<file path="config.mk">
export PLATFORM = sky130hd
export DESIGN_NAME = pc_fetch_unit
export DESIGN_NICKNAME = d
export VERILOG_FILES = /design/src/rtl/pc_fetch_unit.sv
export SDC_FILE = /design/constraint.sdc
export NUM_CORES = 1
export LEC_CHECK = 0
export ABC_CLOCK_PERIOD_IN_PS = 2050
export BUFFER_PORTS_ARGS = -buffer_cell sky130_fd_sc_hd__buf_4
export CAP_MARGIN = 10
export CORE_ASPECT_RATIO = 1.1
export CORE_UTILIZATION = 28
export DETAILED_ROUTE_END_ITERATION = 10
export GPL_TIMING_DRIVEN = 0
export PLACE_DENSITY = 0.54
export SLEW_MARGIN = 20
export SYNTH_ARGS = -nofsm -noshare
export SYNTH_HDL_FRONTEND = slang
export SYNTH_SLANG_ARGS = --single-unit
</file>
<file path="constraint.sdc">
create_clock -name clk -period 2.05 [get_ports clk]
set_clock_uncertainty 0.05 [all_clocks]
set_input_delay 0.1025 -clock clk [delete_from_list [all_inputs] [get_ports clk]]
set_output_delay 0.1025 -clock clk [all_outputs]
set_load 0.005 [all_outputs]
</file>
<file path="src/rtl/pc_fetch_unit.sv">
// -----------------------------------------------------------------------------
// pc_fetch_unit
//
// Program-counter register and next-PC selector for the MIPS fetch stage.
// Each cycle the PC loads the adder's PC+4 result or a control-flow redirect
// target (jr > j > br). A stall holds the PC. A redirect that arrives during a
// stall is buffered in pend_pc and applied when the stall drops.
//
// Optional feature (macro FETCH_EXC_VECTOR_EN):
//   Adds the input exc_req and the parameter EXC_VECTOR. exc_req has the
//   highest priority and ignores stall. It loads EXC_VECTOR, clears the
//   buffered redirect and returns the FSM to RUN.
//
// Parameters:
//   RESET_PC    PC value loaded on reset
//   EXC_VECTOR  exception entry address (only with FETCH_EXC_VECTOR_EN)
//
// Ports:
//   clk               in   1   system clock, rising edge
//   rst_n             in   1   asynchronous active-low reset
//   stall             in   1   hold PC this cycle
//   add4_in           in  32   PC+4 from the adder stage
//   br_taken/target   in 1/32  branch redirect
//   j_taken/target    in 1/32  j/jal redirect
//   jr_taken/target   in 1/32  jr/jalr redirect
//   exc_req           in   1   exception request (FETCH_EXC_VECTOR_EN only)
//   pc_out            out 32   current PC
//   pc_misalign       out  1   registered, pc_out[1:0] != 0
//   redirect_pending  out  1   high while the FSM is in PEND
//
// Handshake note: there is no valid/ready pairing here. A redirect request is
// accepted in the cycle it is high. It is either consumed at once (no stall)
// or captured into pend_pc (stall). The requester never needs to hold it.
//
// FSM state is observable through redirect_pending, which is 1 exactly in PEND.
// -----------------------------------------------------------------------------
module pc_fetch_unit #(
    parameter logic [31:0] RESET_PC   = 32'h0000_3000
`ifdef FETCH_EXC_VECTOR_EN
    ,
    parameter logic [31:0] EXC_VECTOR = 32'h0000_4180
`endif
) (
    input  logic        clk,
    input  logic        rst_n,
    input  logic        stall,
    input  logic [31:0] add4_in,
    input  logic        br_taken,
    input  logic [31:0] br_target,
    input  logic        j_taken,
    input  logic [31:0] j_target,
    input  logic        jr_taken,
    input  logic [31:0] jr_target,
`ifdef FETCH_EXC_VECTOR_EN
    input  logic        exc_req,
`endif
    output logic [31:0] pc_out,
    output logic        pc_misalign,
    output logic        redirect_pending
);

    typedef enum logic {
        RUN  = 1'b0,
        PEND = 1'b1
    } state_t;

    state_t      state_q, state_d;
    logic [31:0] pc_q, pc_d;
    logic [31:0] pend_q, pend_d;
    logic        misalign_q, misalign_d;
    logic        pc_load;

    logic        redirect;
    logic [31:0] sel_target;

    // Redirect target selection: jr beats j, and j beats br.
    always_comb begin
        redirect   = jr_taken | j_taken | br_taken;
        sel_target = br_target;
        if (jr_taken) begin
            sel_target = jr_target;
        end else if (j_taken) begin
            sel_target = j_target;
        end
    end

    // State register (process 1 of 3)
    always_ff @(posedge clk or negedge rst_n) begin
        if (!rst_n) begin
            state_q    <= RUN;
            pc_q       <= RESET_PC;
            pend_q     <= 32'h0;
            misalign_q <= 1'b0;
        end else begin
            state_q    <= state_d;
            pc_q       <= pc_d;
            pend_q     <= pend_d;
            misalign_q <= misalign_d;
        end
    end

    // Next-state and next-PC logic (process 2 of 3)
    always_comb begin
        state_d = state_q;
        pc_d    = pc_q;
        pend_d  = pend_q;
        pc_load = 1'b0;

        case (state_q)
            RUN: begin
                if (!stall) begin
                    pc_load = 1'b1;
                    pc_d    = redirect ? sel_target : add4_in;
                end else if (redirect) begin
                    pend_d  = sel_target;
                    state_d = PEND;
                end
            end
            PEND: begin
                if (!stall) begin
                    // A same-cycle redirect is younger than the buffered one.
                    pc_load = 1'b1;
                    pc_d    = redirect ? sel_target : pend_q;
                    state_d = RUN;
                end else if (redirect) begin
                    // Latest redirect during a stall wins.
                    pend_d = sel_target;
                end
            end
            default: begin
                state_d = RUN;
            end
        endcase

        // The misalign flag follows each PC load and holds otherwise.
        misalign_d = pc_load ? (pc_d[1:0] != 2'b00) : misalign_q;

`ifdef FETCH_EXC_VECTOR_EN
        // An exception overrides everything, including a stall.
        if (exc_req) begin
            pc_d       = EXC_VECTOR;
            pend_d     = 32'h0;
            state_d    = RUN;
            misalign_d = 1'b0;
        end
`endif
    end

    // Outputs (process 3 of 3)
    always_comb begin
        pc_out           = pc_q;
        pc_misalign      = misalign_q;
        redirect_pending = (state_q == PEND);
    end

endmodule

</file>
Word-level counts from Yosys, hierarchy flattened --
Index checks and enable logic that the tools add are counted.
Word-level totals: bits in registers 66, bits of input ports 134, output and inout port bits 34
Cells by class: reductions and logical operators 2, muxes and demuxes 12, equal/unequal tests 2, bitwise logic cells 3
Operator list (number):
- 2-to-1 mux 32 bit | 7
- case mux 32 bit (2 select lines) | 1
- != test 2 bit, second input constant | 2
- 2-to-1 mux 1 bit | 3
- OR 1 bit | 2
- case mux 1 bit (2 select lines) | 1
- AND reduction 2 bit | 1
- nonzero test 2 bit | 1
- inverter 1 bit | 1

Longest topological paths before layout --
word-level depth 6, depth in mapped cells 6, depth with buffers taken out 3

Worst setup path after synthesis --
No wires, ideal clock.
path kind register to register, from register state_q (netlist: redirect_pending), to register pc_q[18] (netlist: pc_out[18]), arrival time 1.167 ns, stages on the path, launching flop included 6, path buffers 2, clock period less this slack 1.338 ns, required time 1.879 ns, slack 0.712 ns, path through dfrtp_1 -> buf_2 -> buf_2 -> mux2i_1 -> o21ai_1 -> o22a_1
Between the ends: longest elaborated chain between the ends 3, elaborated cells between the ends (all ways) 5, classes of those cells eq/ne: 2; mux: 1; bitwise: 1; reduce/logical: 1
RTL lines:
- start: declaration | RTL line 67 | state_t state_q, state_d;
- start signal: assignment | RTL line 95 | state_q <= state_d;
- inverter 1 bit
- != test 2 bit (no source line)
- AND reduction 2 bit (no source line)
- end signal: assignment | RTL line 96 | pc_q <= pc_d;
- end: declaration | RTL line 68 | logic [31:0] pc_q, pc_d;
Parallel ways exist; a longest one is shown, timed or not. A chain may end at the register's enable or synchronous reset.

Worst setup path in the final report --
from register state_q (netlist: redirect_pending), to register pc_q[21] (netlist: pc_out[21])
Same word-level chain as after synthesis.

==> flow_summary.toml <==
[floorplanning]
floorplan.core_area_sq_um = 12800
initial_core_util = 0.290
die_height_um = 123
fp.dieW_um = 112
row_count = 43
fp.dieArea_sq_um = 13700
design.portCount = 168

[global_route]
grt_start_max_net_pins = 67
wire_length_of_the_first_global_routing_pass_um = 20900
antenna_violations_before_repair = 0
grt_pass1_vias = 3874
global_route.usage.total = 0.204
overflow_after_grt = 0

[timing]
setup_violations = 0
max_freq_mhz = 623
final-hold-violation-count = 0
finalCritPeriodShare = 0.783
timing_max_transition_violations_final = 0
fin_tns_setup_ns = 0
min_period_ns = 1.61
timing.slew.headroom = 0.416
setup_repair_after_global_routing_missed_its_margin = "no"
worst-slew-pin-transition_ns = 0.876

[cts]
post_cts.repair.setup_buffers = 0
max-clock-path-buffers = 2
worst_setup_hold_path_clk_slew_ns = 0.06
cts-root-buf = "sky130_fd_sc_hd__clkbuf_16"
clock_insertion_delay_worst_skew_ns = 0.33
cts_tree = "built"
tritoncts_buffers = 9
cts_max_level = 3
cts.sink_count = 66

[synthesis]
synth_area_leader_cell = "sky130_fd_sc_hd__dfrtp_1"
synth.top_cell.area_share = 0.431
postSynthCellCount = 368
mappedNetlistArea_sq_um = 3720
postSynthAreaPerCell_sq_um = 10.1
yosysUniqueCellTypes = 24
yosys_warns = 0
ys_ff_latch = 66
yosys-top-cells-area = "sky130_fd_sc_hd__dfrtp_1, sky130_fd_sc_hd__mux2i_1, sky130_fd_sc_hd__a22o_1, sky130_fd_sc_hd__o22a_1, sky130_fd_sc_hd__nand3b_1"
synth_seq_area_share = 0.445
postSynthNetCount = 502

[pwr]
total_leakage_power_nw = 2.47
power-per-cell-area_nw_per_um2 = 726
peakVddDrop_uv = 384

[worst_setup_path]
path_max_fanout = 10
path_delay_family = "buffers and inverters"
timing.critical_path.arrival_ns = 1.78
worstSetupPathType = "flip-flop to flip-flop"
endpoint_kind = "flip-flop"
timing.critical_path.from_type = "flip-flop"
worst_path_largest_cell_delay_ns = 0.38
timing.critical_path.required_ns = 2.22
timing.critical_path.slowest_stage_cell = "sky130_fd_sc_hd__dfrtp_1"
crit_path_frequent_cell = "sky130_fd_sc_hd__buf_2"
ff2ff_setup_slack_ns = 0.44
critical_path.cell_chain = "buf_2 > buf_2 > mux2i_1 > o21ai_1 > o22a_1"
path_buf_inv = 2

[placement]
hpwl_um = 10100
globalplace.congestion = 0.809
placement.io_buffers = 165

[run_status]
run_status = "finished, violations left"
failed_checks = "DRC"

[finish]
area.sequential_sq_um = 1650
fill_cell_total_of_the_finished_layout = 1304
area_growth_pct = 46.6
final_layout_size_suffix_gt1_frac = 0.370
multi_input_area_sq_um = 1850
final_util = 0.426
final_common_cell = "sky130_fd_sc_hd__buf_4"
finish.net_count = 679
layout_common_cells = "sky130_fd_sc_hd__buf_4, sky130_fd_sc_hd__dfrtp_1, sky130_fd_sc_hd__nand3b_1"
insertedDiodeCount = 0

[drt]
drc_errors = 7
routed_wire_length_per_instance_um = 19.2
detailroute.via_count = 3641
drt.antenna.violating_nets = 0
drtPass1Iterations = 9
drt-total-wl_um = 13600
routed_via_density = 5.16
drt-initial-drc-count = 140

[hold_path]
hold_path.class = "input pin to flip-flop"

[run]
maxCapViolCount = 0
state kept, by name, indices dropped and copies added, names as in the netlist:
register / cells
pc_out: 32
pend_q: 32
pc_misalign: 1
redirect_pending: 1
cells by family (layout without fill, tap and decap cells):
family / after synthesis / in the layout / share of synthesized area
AOI/OAI and AO/OA: 130 / 130 / 0.252
buffers and inverters: 40 / 221 / 0.0585
DFF: 66 / 66 / 0.445
and+or+nand+nor: 100 / 100 / 0.158
muxes: 32 / 32 / 0.0868
power breakdown:
part,switching [W],internal (W)
sequential,0.0000969,0.00147
clock,0.000538,0.000963
combinational,0.000391,0.000503
total,0.00103,0.00293
synth_stat cells (all sizes together):
| cell type | n |
|---|---|
| a22o | 30 |
| dfstp | 2 |
| nand2 | 32 |
| nor3 | 1 |
| mux2 | 2 |
| a2bb2oi | 1 |
| a31oi | 31 |
| o21ai | 30 |
| or3 | 1 |
| nor2 | 4 |
| inv | 2 |
| dfrtp | 64 |
| nor2b | 30 |
| o22a | 30 |
| mux2i | 30 |
| a21oi | 3 |
| nand3b | 32 |
| clkbuf | 19 |
| buf | 19 |
| a41oi | 1 |
| o2bb2ai | 4 |
stage by stage:
stage                     setup WS (ns)  cell area (sq um)  power [W]  cells  hold WS, ns
after global placement            0.465               5150    0.00246    690        0.217
final                             0.445               5450    0.00396    706        0.118
after floorplan                   0.712               3720    0.00199    368       -0.243
after global routing              0.328               5450    0.00416    706        0.115
after CTS                         0.459               5450    0.00401    706        0.104
after detailed placement          0.434               5150    0.00248    690        0.222
final cells by class:
class | instances | area share
clock buffers | 12 | 0.0452
flip-flops and latches | 66 | 0.303
plain buffers | 38 | 0.0386
well taps | 157 | 0.0360
inverters | 2 | 0.00138
clock inverters | 3 | 0.00735
multi-input cells | 262 | 0.339
repair buffers | 166 | 0.229
what timing repair did:
| item | 4_1_cts | 5_1_grt |
|---|---|---|
| resized for setup | 0 | 0 |
| endpoints found under the hold margin | 64 | 0 |
| hold buffers | 1 | 0 |
worst reg2reg max path: stages (launching register included):
cell and delay, ns:
sky130_fd_sc_hd__dfrtp_1 0.38, sky130_fd_sc_hd__buf_2 0.21, sky130_fd_sc_hd__buf_2 0.34, sky130_fd_sc_hd__mux2i_1 0.26, sky130_fd_sc_hd__o21ai_1 0.08, sky130_fd_sc_hd__o22a_1 0.17
routing by layer:
metal  track usage  wire, um  vias up  part of all wire
met5             0         0        -                 0
met4        0.0633       214        0             0.016
met3        0.0519       940       17             0.069
met2         0.342      6500      147              0.48
met1         0.258      5910     1758              0.44
li1              -         -     1719                 -
worst paths after layout:
check                           cells past startpoint                       start                     end
max in group asynchronous                           2                       rst_n  pc_out[29]$_DFFE_PN0P_
worst min-delay path                                4                 add4_in[16]  pc_out[16]$_DFFE_PN0P_
min in group asynchronous                           2                       rst_n  pc_out[15]$_DFFE_PN0P_
worst max-delay path                                5  redirect_pending$_DFF_PN0_  pc_out[21]$_DFFE_PN0P_
worst max register to register                      5  redirect_pending$_DFF_PN0_  pc_out[21]$_DFFE_PN0P_
worst min register to register                      1       pend_q[0]$_DFFE_PN0P_   pend_q[0]$_DFFE_PN0P_
Power figures use the tool's default switching activity.
